**config.mk**
```make
export PLATFORM = sky130hd
export DESIGN_NAME = uart_rx_param
export DESIGN_NICKNAME = d
export VERILOG_FILES = /design/src/rtl/uart_rx_param.sv
export SDC_FILE = /design/constraint.sdc
export NUM_CORES = 1
export LEC_CHECK = 0
export ABC_AREA = 1
export CORE_MARGIN = 5
export CORE_UTILIZATION = 35
export CTS_CLUSTER_DIAMETER = 120
export DETAILED_ROUTE_END_ITERATION = 10
export DONT_BUFFER_PORTS = 1
export HOLD_SLACK_MARGIN = 0.12
export SYNTH_ARGS = -nofsm -noshare
export SYNTH_HDL_FRONTEND = slang
export SYNTH_SLANG_ARGS = --single-unit
```
**constraint.sdc**
```tcl
create_clock -name i_sysclk -period 2 [get_ports i_sysclk]
set_input_delay 0.5 -clock i_sysclk [delete_from_list [all_inputs] [get_ports i_sysclk]]
set_output_delay 0.5 -clock i_sysclk [all_outputs]
set_load 0.05 [all_outputs]
```
**src/rtl/uart_rx_param.sv**
```systemverilog
// Parametrised UART receiver: synchronised, 3-sample majority-voted line sampling with
// configurable data width, parity and stop bits, and a valid/ready output register.
module uart_rx_param #(
    parameter int CLK_FREQ  = 50_000_000,
    parameter int BAUD_RATE = 9600,
    parameter int DATA_BITS = 8,
    parameter int PARITY    = 0,
    parameter int STOP_BITS = 1
) (
    input  logic                 i_sysclk,
    input  logic                 i_sysrst,
    input  logic                 i_uart_rx,
    output logic [DATA_BITS-1:0] o_rx_data,
    output logic                 o_rx_valid,
    input  logic                 i_rx_ready,
    output logic                 o_parity_err,
    output logic                 o_frame_err,
    output logic                 o_overrun,
    output logic                 o_busy
);

    localparam int CLKS_PER_BIT = CLK_FREQ / BAUD_RATE;
    localparam int MID_CNT      = CLKS_PER_BIT / 2;
    localparam int CNT_W        = $clog2(CLKS_PER_BIT);

    localparam logic [CNT_W-1:0] SMP_A     = CNT_W'(MID_CNT - 1);
    localparam logic [CNT_W-1:0] SMP_B     = CNT_W'(MID_CNT);
    localparam logic [CNT_W-1:0] SMP_END   = CNT_W'(MID_CNT + 1);
    localparam logic [CNT_W-1:0] BIT_LAST  = CNT_W'(CLKS_PER_BIT - 1);
    localparam logic [3:0]       LAST_DATA = 4'(DATA_BITS - 1);
    localparam logic [3:0]       LAST_STOP = 4'(STOP_BITS - 1);

    typedef enum logic [2:0] {
        ST_IDLE      = 3'd0,
        ST_START     = 3'd1,
        ST_DATA      = 3'd2,
        ST_PARITY    = 3'd3,
        ST_STOP      = 3'd4,
        ST_WAIT_IDLE = 3'd5
    } state_t;

    // Odd mode wants an odd count of ones over data plus parity bit, even mode an even count.
    function automatic logic parity_err_f(input logic [DATA_BITS-1:0] data, input logic par_bit);
        logic ones_odd;
        ones_odd = (^data) ^ par_bit;
        case (PARITY)
            1:       parity_err_f = ~ones_odd;
            2:       parity_err_f = ones_odd;
            default: parity_err_f = 1'b0;
        endcase
    endfunction

    state_t                 state_r, state_n;
    logic [CNT_W-1:0]       cnt_r, cnt_n;
    logic [3:0]             idx_r, idx_n;
    logic                   sync1_r, sync2_r, hist_r;
    logic                   smp_a_r, smp_a_n, smp_b_r, smp_b_n;
    logic [DATA_BITS-1:0]   shift_r, shift_n;
    logic                   par_bit_r, par_bit_n;
    logic                   ferr_acc_r, ferr_acc_n;
    logic                   maj_s, fall_s, smp_end_s, bit_end_s, load_s, load_ferr_s;

    logic [DATA_BITS-1:0]   rx_data_r;
    logic                   rx_valid_r, parity_err_r, frame_err_r, overrun_r, busy_r;

    assign maj_s       = (smp_a_r & smp_b_r) | (smp_a_r & sync2_r) | (smp_b_r & sync2_r);
    assign fall_s      = hist_r & ~sync2_r;
    assign smp_end_s   = (cnt_r == SMP_END);
    assign bit_end_s   = (cnt_r == BIT_LAST);
    assign load_ferr_s = ferr_acc_r | ~maj_s;

    // Two-flop synchroniser plus history flop for start-edge detection.
    always_ff @(posedge i_sysclk) begin
        if (i_sysrst) begin
            sync1_r <= 1'b1;
            sync2_r <= 1'b1;
            hist_r  <= 1'b1;
        end else begin
            sync1_r <= i_uart_rx;
            sync2_r <= sync1_r;
            hist_r  <= sync2_r;
        end
    end

    // FSM state, bit timing counters and frame assembly registers.
    always_ff @(posedge i_sysclk) begin
        if (i_sysrst) begin
            state_r    <= ST_IDLE;
            cnt_r      <= '0;
            idx_r      <= 4'd0;
            smp_a_r    <= 1'b1;
            smp_b_r    <= 1'b1;
            shift_r    <= '0;
            par_bit_r  <= 1'b0;
            ferr_acc_r <= 1'b0;
        end else begin
            state_r    <= state_n;
            cnt_r      <= cnt_n;
            idx_r      <= idx_n;
            smp_a_r    <= smp_a_n;
            smp_b_r    <= smp_b_n;
            shift_r    <= shift_n;
            par_bit_r  <= par_bit_n;
            ferr_acc_r <= ferr_acc_n;
        end
    end

    // Next-state logic; the third vote is the live synchronised line at count M+1.
    always_comb begin
        state_n    = state_r;
        cnt_n      = '0;
        idx_n      = idx_r;
        shift_n    = shift_r;
        par_bit_n  = par_bit_r;
        ferr_acc_n = ferr_acc_r;
        load_s     = 1'b0;
        if (cnt_r == SMP_A) smp_a_n = sync2_r;
        else                smp_a_n = smp_a_r;
        if (cnt_r == SMP_B) smp_b_n = sync2_r;
        else                smp_b_n = smp_b_r;
        if (bit_end_s) cnt_n = '0;
        else           cnt_n = cnt_r + CNT_W'(1);

        case (state_r)
            ST_IDLE: begin
                cnt_n      = '0;
                idx_n      = 4'd0;
                ferr_acc_n = 1'b0;
                if (fall_s) state_n = ST_START;
                else        state_n = ST_IDLE;
            end
            ST_START: begin
                if (smp_end_s && maj_s) state_n = ST_IDLE;
                else if (bit_end_s)     state_n = ST_DATA;
                else                    state_n = ST_START;
            end
            ST_DATA: begin
                if (smp_end_s) shift_n = {maj_s, shift_r[DATA_BITS-1:1]};
                else           shift_n = shift_r;
                if (bit_end_s && (idx_r == LAST_DATA)) begin
                    idx_n   = 4'd0;
                    state_n = (PARITY != 0) ? ST_PARITY : ST_STOP;
                end else if (bit_end_s) begin
                    idx_n   = idx_r + 4'd1;
                    state_n = ST_DATA;
                end else begin
                    state_n = ST_DATA;
                end
            end
            ST_PARITY: begin
                if (smp_end_s) par_bit_n = maj_s;
                else           par_bit_n = par_bit_r;
                if (bit_end_s) state_n = ST_STOP;
                else           state_n = ST_PARITY;
            end
            ST_STOP: begin
                // The last stop bit ends the frame at its sample point, leaving
                // half a bit of slack for the next start edge.
                if (smp_end_s && (idx_r == LAST_STOP)) begin
                    load_s     = 1'b1;
                    ferr_acc_n = load_ferr_s;
                    cnt_n      = '0;
                    idx_n      = 4'd0;
                    state_n    = maj_s ? ST_IDLE : ST_WAIT_IDLE;
                end else if (smp_end_s) begin
                    ferr_acc_n = load_ferr_s;
                    state_n    = ST_STOP;
                end else if (bit_end_s) begin
                    idx_n   = idx_r + 4'd1;
                    state_n = ST_STOP;
                end else begin
                    state_n = ST_STOP;
                end
            end
            ST_WAIT_IDLE: begin
                cnt_n = '0;
                if (sync2_r) state_n = ST_IDLE;
                else         state_n = ST_WAIT_IDLE;
            end
            default: begin
                cnt_n   = '0;
                state_n = ST_IDLE;
            end
        endcase
    end

    // Output holding register with valid/ready handshake; a new load beats acceptance.
    always_ff @(posedge i_sysclk) begin
        if (i_sysrst) begin
            rx_data_r    <= '0;
            rx_valid_r   <= 1'b0;
            parity_err_r <= 1'b0;
            frame_err_r  <= 1'b0;
            overrun_r    <= 1'b0;
            busy_r       <= 1'b0;
        end else begin
            busy_r <= (state_n != ST_IDLE);
            if (load_s) begin
                rx_data_r    <= shift_r;
                parity_err_r <= parity_err_f(shift_r, par_bit_r);
                frame_err_r  <= load_ferr_s;
                rx_valid_r   <= 1'b1;
                overrun_r    <= rx_valid_r & ~i_rx_ready;
            end else if (rx_valid_r && i_rx_ready) begin
                rx_valid_r   <= 1'b0;
                parity_err_r <= 1'b0;
                frame_err_r  <= 1'b0;
                overrun_r    <= 1'b0;
            end else begin
                overrun_r <= 1'b0;
            end
        end
    end

    assign o_rx_data    = rx_data_r;
    assign o_rx_valid   = rx_valid_r;
    assign o_parity_err = parity_err_r;
    assign o_frame_err  = frame_err_r;
    assign o_overrun    = overrun_r;
    assign o_busy       = busy_r;

endmodule

```
== Yosys cells after proc, flatten, opt, wreduce, memory -nomap -nowiden ==
Index checks and enable logic that the tools add are counted.

* Add/subtract/negate cells: 2
* Reductions and logical operators: 15
* Eq/ne operators: 12
* Mux-type cells: 25
* Bitwise operators: 12

{| class="wikitable"
|+ Operator list
! cell !! count
|-
| 13-bit by 12-bit equality test with 1-bit output, second input constant || 3
|-
| 13-bit 2-to-1 mux || 2
|-
| 13-bit case mux with 2 select lines || 1
|-
| 3-bit case mux with 6 select lines || 1
|-
| 4-bit 2-to-1 mux || 4
|-
| 3-bit 2-to-1 mux || 5
|-
| 13-bit by 1-bit adder with 13-bit output, second input constant || 1
|-
| 13-bit equality test, second input constant || 1
|-
| 4-bit case mux with 3 select lines || 1
|-
| 1-bit 2-to-1 mux || 8
|-
| 3-bit by 2-bit equality test with 1-bit output, second input constant || 2
|-
| 3-bit equality test, second input constant || 2
|-
| 3-bit != test, second input constant || 2
|-
| 2-bit AND reduction || 3
|-
| 3-bit nonzero test || 2
|-
| 1-bit AND || 5
|-
| 4-bit by 1-bit adder with 4-bit output, second input constant || 1
|-
| 4-bit by 3-bit equality test with 1-bit output, second input constant || 1
|-
| 1-bit logical AND || 4
|-
| 4-bit logical NOT || 1
|-
| 2-bit 2-to-1 mux || 2
|-
| 1-bit NOT || 4
|-
| 2-bit nonzero test || 2
|-
| 3-bit by 1-bit equality test with 1-bit output, second input constant || 1
|-
| other kinds (5) || 7
|}

* Bits in registers: 46
* Word-level logic and storage cells: 81
* Output and inout port bits: 13

== Longest topological paths before layout ==
* Word-level depth: 8
* Gate-level depth with buffers: 12
* Gate-level depth less buffers: 12

== Worst setup path after synthesis ==
Ideal clock, no wire load.

* Path type: register to register
* Start: reg cnt_r[1]
* End: reg shift_r[5]
* Slack: 479 ps
* Path buffers: 1
* Library setup time: 119 ps
* Data arrival time: 1402 ps
* Stages on the path, launching flop included: 11
* Cell sequence: dfxtp_1 > inv_1 > ha_1 > inv_1 > nor2_2 > nand3_2 > nor2_4 > nand2_1 > buf_2 > o21ai_0 > a21oi_1

* Word-level cells in the longest chain between the ends: 2

{| class="wikitable"
|+ RTL lines
! item !! line !! RTL
|-
| from (decl) || 54 || <nowiki>logic [CNT_W-1:0] cnt_r, cnt_n;</nowiki>
|-
| from (signal assigned) || 98 || <nowiki>cnt_r <= cnt_n;</nowiki>
|-
| 13-bit by 12-bit equality test with 1-bit output || 68 || <nowiki>assign smp_end_s = (cnt_r == SMP_END);</nowiki>
|-
| 2-bit AND reduction (no source line) || n/a ||
|-
| to (signal assigned) || 102 || <nowiki>shift_r <= shift_n;</nowiki>
|-
| to (decl) || 58 || <nowiki>logic [DATA_BITS-1:0] shift_r, shift_n;</nowiki>
|}

Every way passes these cells.
A chain may end at the register's enable or synchronous reset.

== Worst setup path in the final report ==
* Start: reg cnt_r[1]
* End: reg rx_data_r[0], in the netlist o_rx_data[0]

* Word-level cells in the longest chain between the ends: 4

{| class="wikitable"
|+ RTL lines
! item !! line !! RTL
|-
| 13-bit by 12-bit equality test with 1-bit output || 68 ||
|-
| 1-bit logical AND || 159 || <nowiki>if (smp_end_s && (idx_r == LAST_STOP)) begin</nowiki>
|-
| 1-bit 2-to-1 mux || 159 ||
|-
| 1-bit 2-to-1 mux || 124 || <nowiki>case (state_r)</nowiki>
|-
| to (signal assigned) || 199 || <nowiki>rx_data_r <= shift_r;</nowiki>
|-
| to (decl) || 63 || <nowiki>logic [DATA_BITS-1:0] rx_data_r;</nowiki>
|}

Every way passes these cells.

==> impl_summary.txt <==
----------------------------------------------------
[Outcome]
  Status ... finished clean

[Critical path]
  Cell-by-cell trace of the critical path ... inv_1 -> ha_1 -> inv_1 -> nor2_2 -> nand3_2 -> nor2_4 -> nand2_4 -> nor2_4 -> o21ai_0 -> a21oi_1
  Kind of cell adding the most delay to the critical path ... simple AND/OR/NAND/NOR gates
  Count of buffering cells on the critical path with inverters included ... 2
  Worst-path cell with the longest stage delay ... sky130_fd_sc_hd__nor2_4
  Maximum fanout count along the critical path ... 18
  Critical path data required time ... 2.24 ns
  Crit end category ... flip-flop
  Peak per-stage delay on the critical path ... 0.34 ns
  CP arrival ... 1.97 ns
  Worst setup SP type ... flip-flop
  WS Path Type ... reg2reg

[Drt]
  Initial detailed-routing violation count ... between 50 and 60
  ANT nets after route ... 0
  Remaining design rule violation count ... 0
  Average via count per standard cell ... about 4.7
  Post-detailed-route wirelength per cell ... 11.01 um
  Wire length reported by the detailed router ... between 4000 and 5000 um
  Number of vias after detailed routing ... 1761
  Initial DRT Pass Iterations ... 4

[Clock tree]
  Buffer depth of the longest clock path ... 2
  Level count of the clock H-tree ... 2
  Count of hold buffers inserted by post-cts repair ... 0
  Number of sinks driven by the clock tree ... 46
  Resize count post-CTS ... 0
  Clock latency on the worst-skew pair ... about 0.30 ns
  CTS Root Buffer Type ... sky130_fd_sc_hd__clkbuf_8
  TritonCTS buffer count ... 5
  Reg clk slew, reported paths ... 0.09 ns
  Post-CTS setup-driven buffer insertion count ... 0
  Clock tree from TritonCTS ... built

[Synth]
  Post-synthesis simple-gate area fraction ... 30.55%
  Compound-gate portion of the synthesized area ... around 12%
  Dominant combinational cell family by area after synthesis ... simple AND/OR/NAND/NOR gates
  Yosys cell types ... 36
  Net count after synthesis ... 306
  Top cell type by total area after synthesis ... sky130_fd_sc_hd__dfxtp_1
  Post-synth top cells ... sky130_fd_sc_hd__nand2_1 (52), sky130_fd_sc_hd__dfxtp_1 (46), sky130_fd_sc_hd__inv_1 (43)
  Syn Std Cell Area ... between 2000 and 2500 sq um
  Part of the Yosys area used for sequential elements ... a little over two fifths
  Xor-xnor portion of the synthesized cell area ... around 2.4%
  Number of enable-type register cells in the synthesized netlist ... 0
  Number of warnings printed during yosys synthesis ... 0
  Proportion of synthesized area in mux cells ... 0%
  Area share of fa/ha/maj cells after synthesis ... 2.860%
  Dominant cell by count in the synthesized netlist ... sky130_fd_sc_hd__nand2_1
  Fraction of synthesis flops using an asynchronous set or reset pin ... 0%
  Commonest register cell after synthesis ... sky130_fd_sc_hd__dfxtp_1
  Share of Yosys cell area claimed by the top area cell type ... a little over two fifths
  Flip-flop and latch count after synthesis ... 46
  Largest cells by area after synthesis ... sky130_fd_sc_hd__dfxtp_1 (42%), sky130_fd_sc_hd__nand2_1 (8.9%), sky130_fd_sc_hd__inv_1 (7.4%)
  Post-Syn Area per Cell ... 7.364 sq um
  Instance count of the mapped netlist ... approximately 300

[Final layout]
  Ratio of cells with drive above 1 in the final layout ... a little under a tenth
  Finished Core Util ... 39.31%
  Layout net count ... between 300 and 400
  Antenna cells ... 0
  Layout area overhead ... 7.666%

[STA]
  Final hold vios ... 0
  Tightest Pin Transition ... 0.5588 ns
  Slack of the critical path ... between 0.2 and 0.3 ns
  Min Clock Period, post-route ... 1.738 ns
  Max-slew violations ... 0
  Final number of setup-violating endpoints ... 0
  Maximum clock frequency ... 0.5752 GHz
  Worst relative slew slack ... 62.70%
  Unrepaired setup endpoints after global routing ... no
  Total negative setup slack ... 0 ns
  Worst clock skew on the final layout ... 0.007996 ns
  Period utilisation layout ... between 80% and 90%

[Place]
  Half-perimeter wire length after placement ... a little over 3000 um
  Placer's final routability congestion estimate ... 0.8363
  Pre-CTS setup slack ... between 0.2 and 0.3 ns
  Count of input and output buffers ... 0

[Pwr]
  Overall power ... 1.663 mW
  Pwr per Cell Area ... 706.2 nW/um^2
  IR drop worst, VDD ... around 380 uV
  Leakage power ... 0.9069 nW

[Die]
  Die boundary height ... about 89 um
  Die span in x ... 89.05 um
  Die area ... 7930 sq um
  I/O pins ... 17
  Number of rows created at floorplan ... 28
  Starting density of the core ... 36.51%
  Core area ... about 6000 sq um

[Job]
  Max-capacitance violation count ... 0

[Global route]
  Via count of the first global-routing pass ... 1672
  Aggregate global-route resource usage ... 11.81%
  Number of antenna violations at the first check in global routing ... 0
  Global route total overflow ... 0
  Pin count of the biggest net entering global routing ... 21
  Global-route wire length before repair ... 7258 um

[Hold path]
  Worst min-delay path class ... in2reg

----------------------------------------------------
-- report_power, final --
group	switching (mW)	internal, mW	total, mW	leakage (nW)
logic	0.0303	0.0114	0.0416	0.477
registers	0.00702	0.920	0.927	0.371
clock network	0.319	0.375	0.694	0.0585
total	0.357	1.31	1.66	0.907
-- per-layer routing --
layer  share of wire [%]  global-route usage (%)
met5                   0                       0
met4                 2.0                   5.277
met3                 4.5                   3.502
met2                  44                   18.15
met1                  50                   15.35
-- cells in the final DEF (no fill, tap or decap), drive strengths merged, types with 2 or more instances in the layout --
| cell | synthesis | routed |
|---|---|---|
| nand3 | 24 | 24 |
| o21ai | 23 | 23 |
| nor2 | 45 | 45 |
| dfxtp | 46 | 46 |
| or2 | 2 | 2 |
| xor2 | 5 | 5 |
| a21oi | 19 | 19 |
| clkbuf | 2 | 5 |
| nand4 | 5 | 5 |
| nand3b | 2 | 2 |
| o211ai | 2 | 2 |
| nand2 | 56 | 56 |
| inv | 44 | 45 |
| ha | 5 | 5 |
| nor3 | 4 | 4 |
| clkinv | 1 | 2 |
-- registers in the layout, indices dropped and copies added, names as in the netlist, 3 cells and up --
| register | count |
|---|---|
| state_r | 3 |
| idx_r | 4 |
| shift_r | 8 |
| o_rx_data | 8 |
| cnt_r | 13 |
-- metrics by stage --
stage / cell area [sq um] / instances / hold slack, ns
2_1_floorplan: 2187 / 297 / 0.3895
3_5_place_dp: 2242 / 367 / 0.4000
4_1_cts: 2355 / 375 / 0.2516
3_3_place_gp: 2242 / 367 / 0.4021
5_1_grt: 2355 / 375 / 0.2426
6_report: 2355 / 375 / 0.2616
-- final timing paths --
check                   from      endpoint  slack (ns)  depth (start not counted)
hold reg to reg      sync1_r       sync2_r        0.42                          1
setup reg to reg    cnt_r[1]  o_rx_data[0]        0.26                         10
setup / recovery    cnt_r[1]  o_rx_data[0]        0.26                         10
hold / removal    i_rx_ready     o_overrun        0.26                          1
-- layout make-up --
type | count | area (sq um)
clock inverter | 3 | 43.79
clock buffer | 5 | 68.82
sequential | 46 | 920.9
inverter | 45 | 168.9
tap | 75 | 93.84
fill | 616 | 3636
multi-input combinational | 200 | 1051
timing repair buffer | 1 | 7.507
-- cell families after synthesis --
family,after synthesis
AO/OA/AOI/OAI,48
flip-flops,46
buffers and inverters,51
AND/OR/NAND/NOR,140
adder cells (fa/ha/maj),5
XOR/XNOR,6
other,1
(Power assumes the default switching activity.)
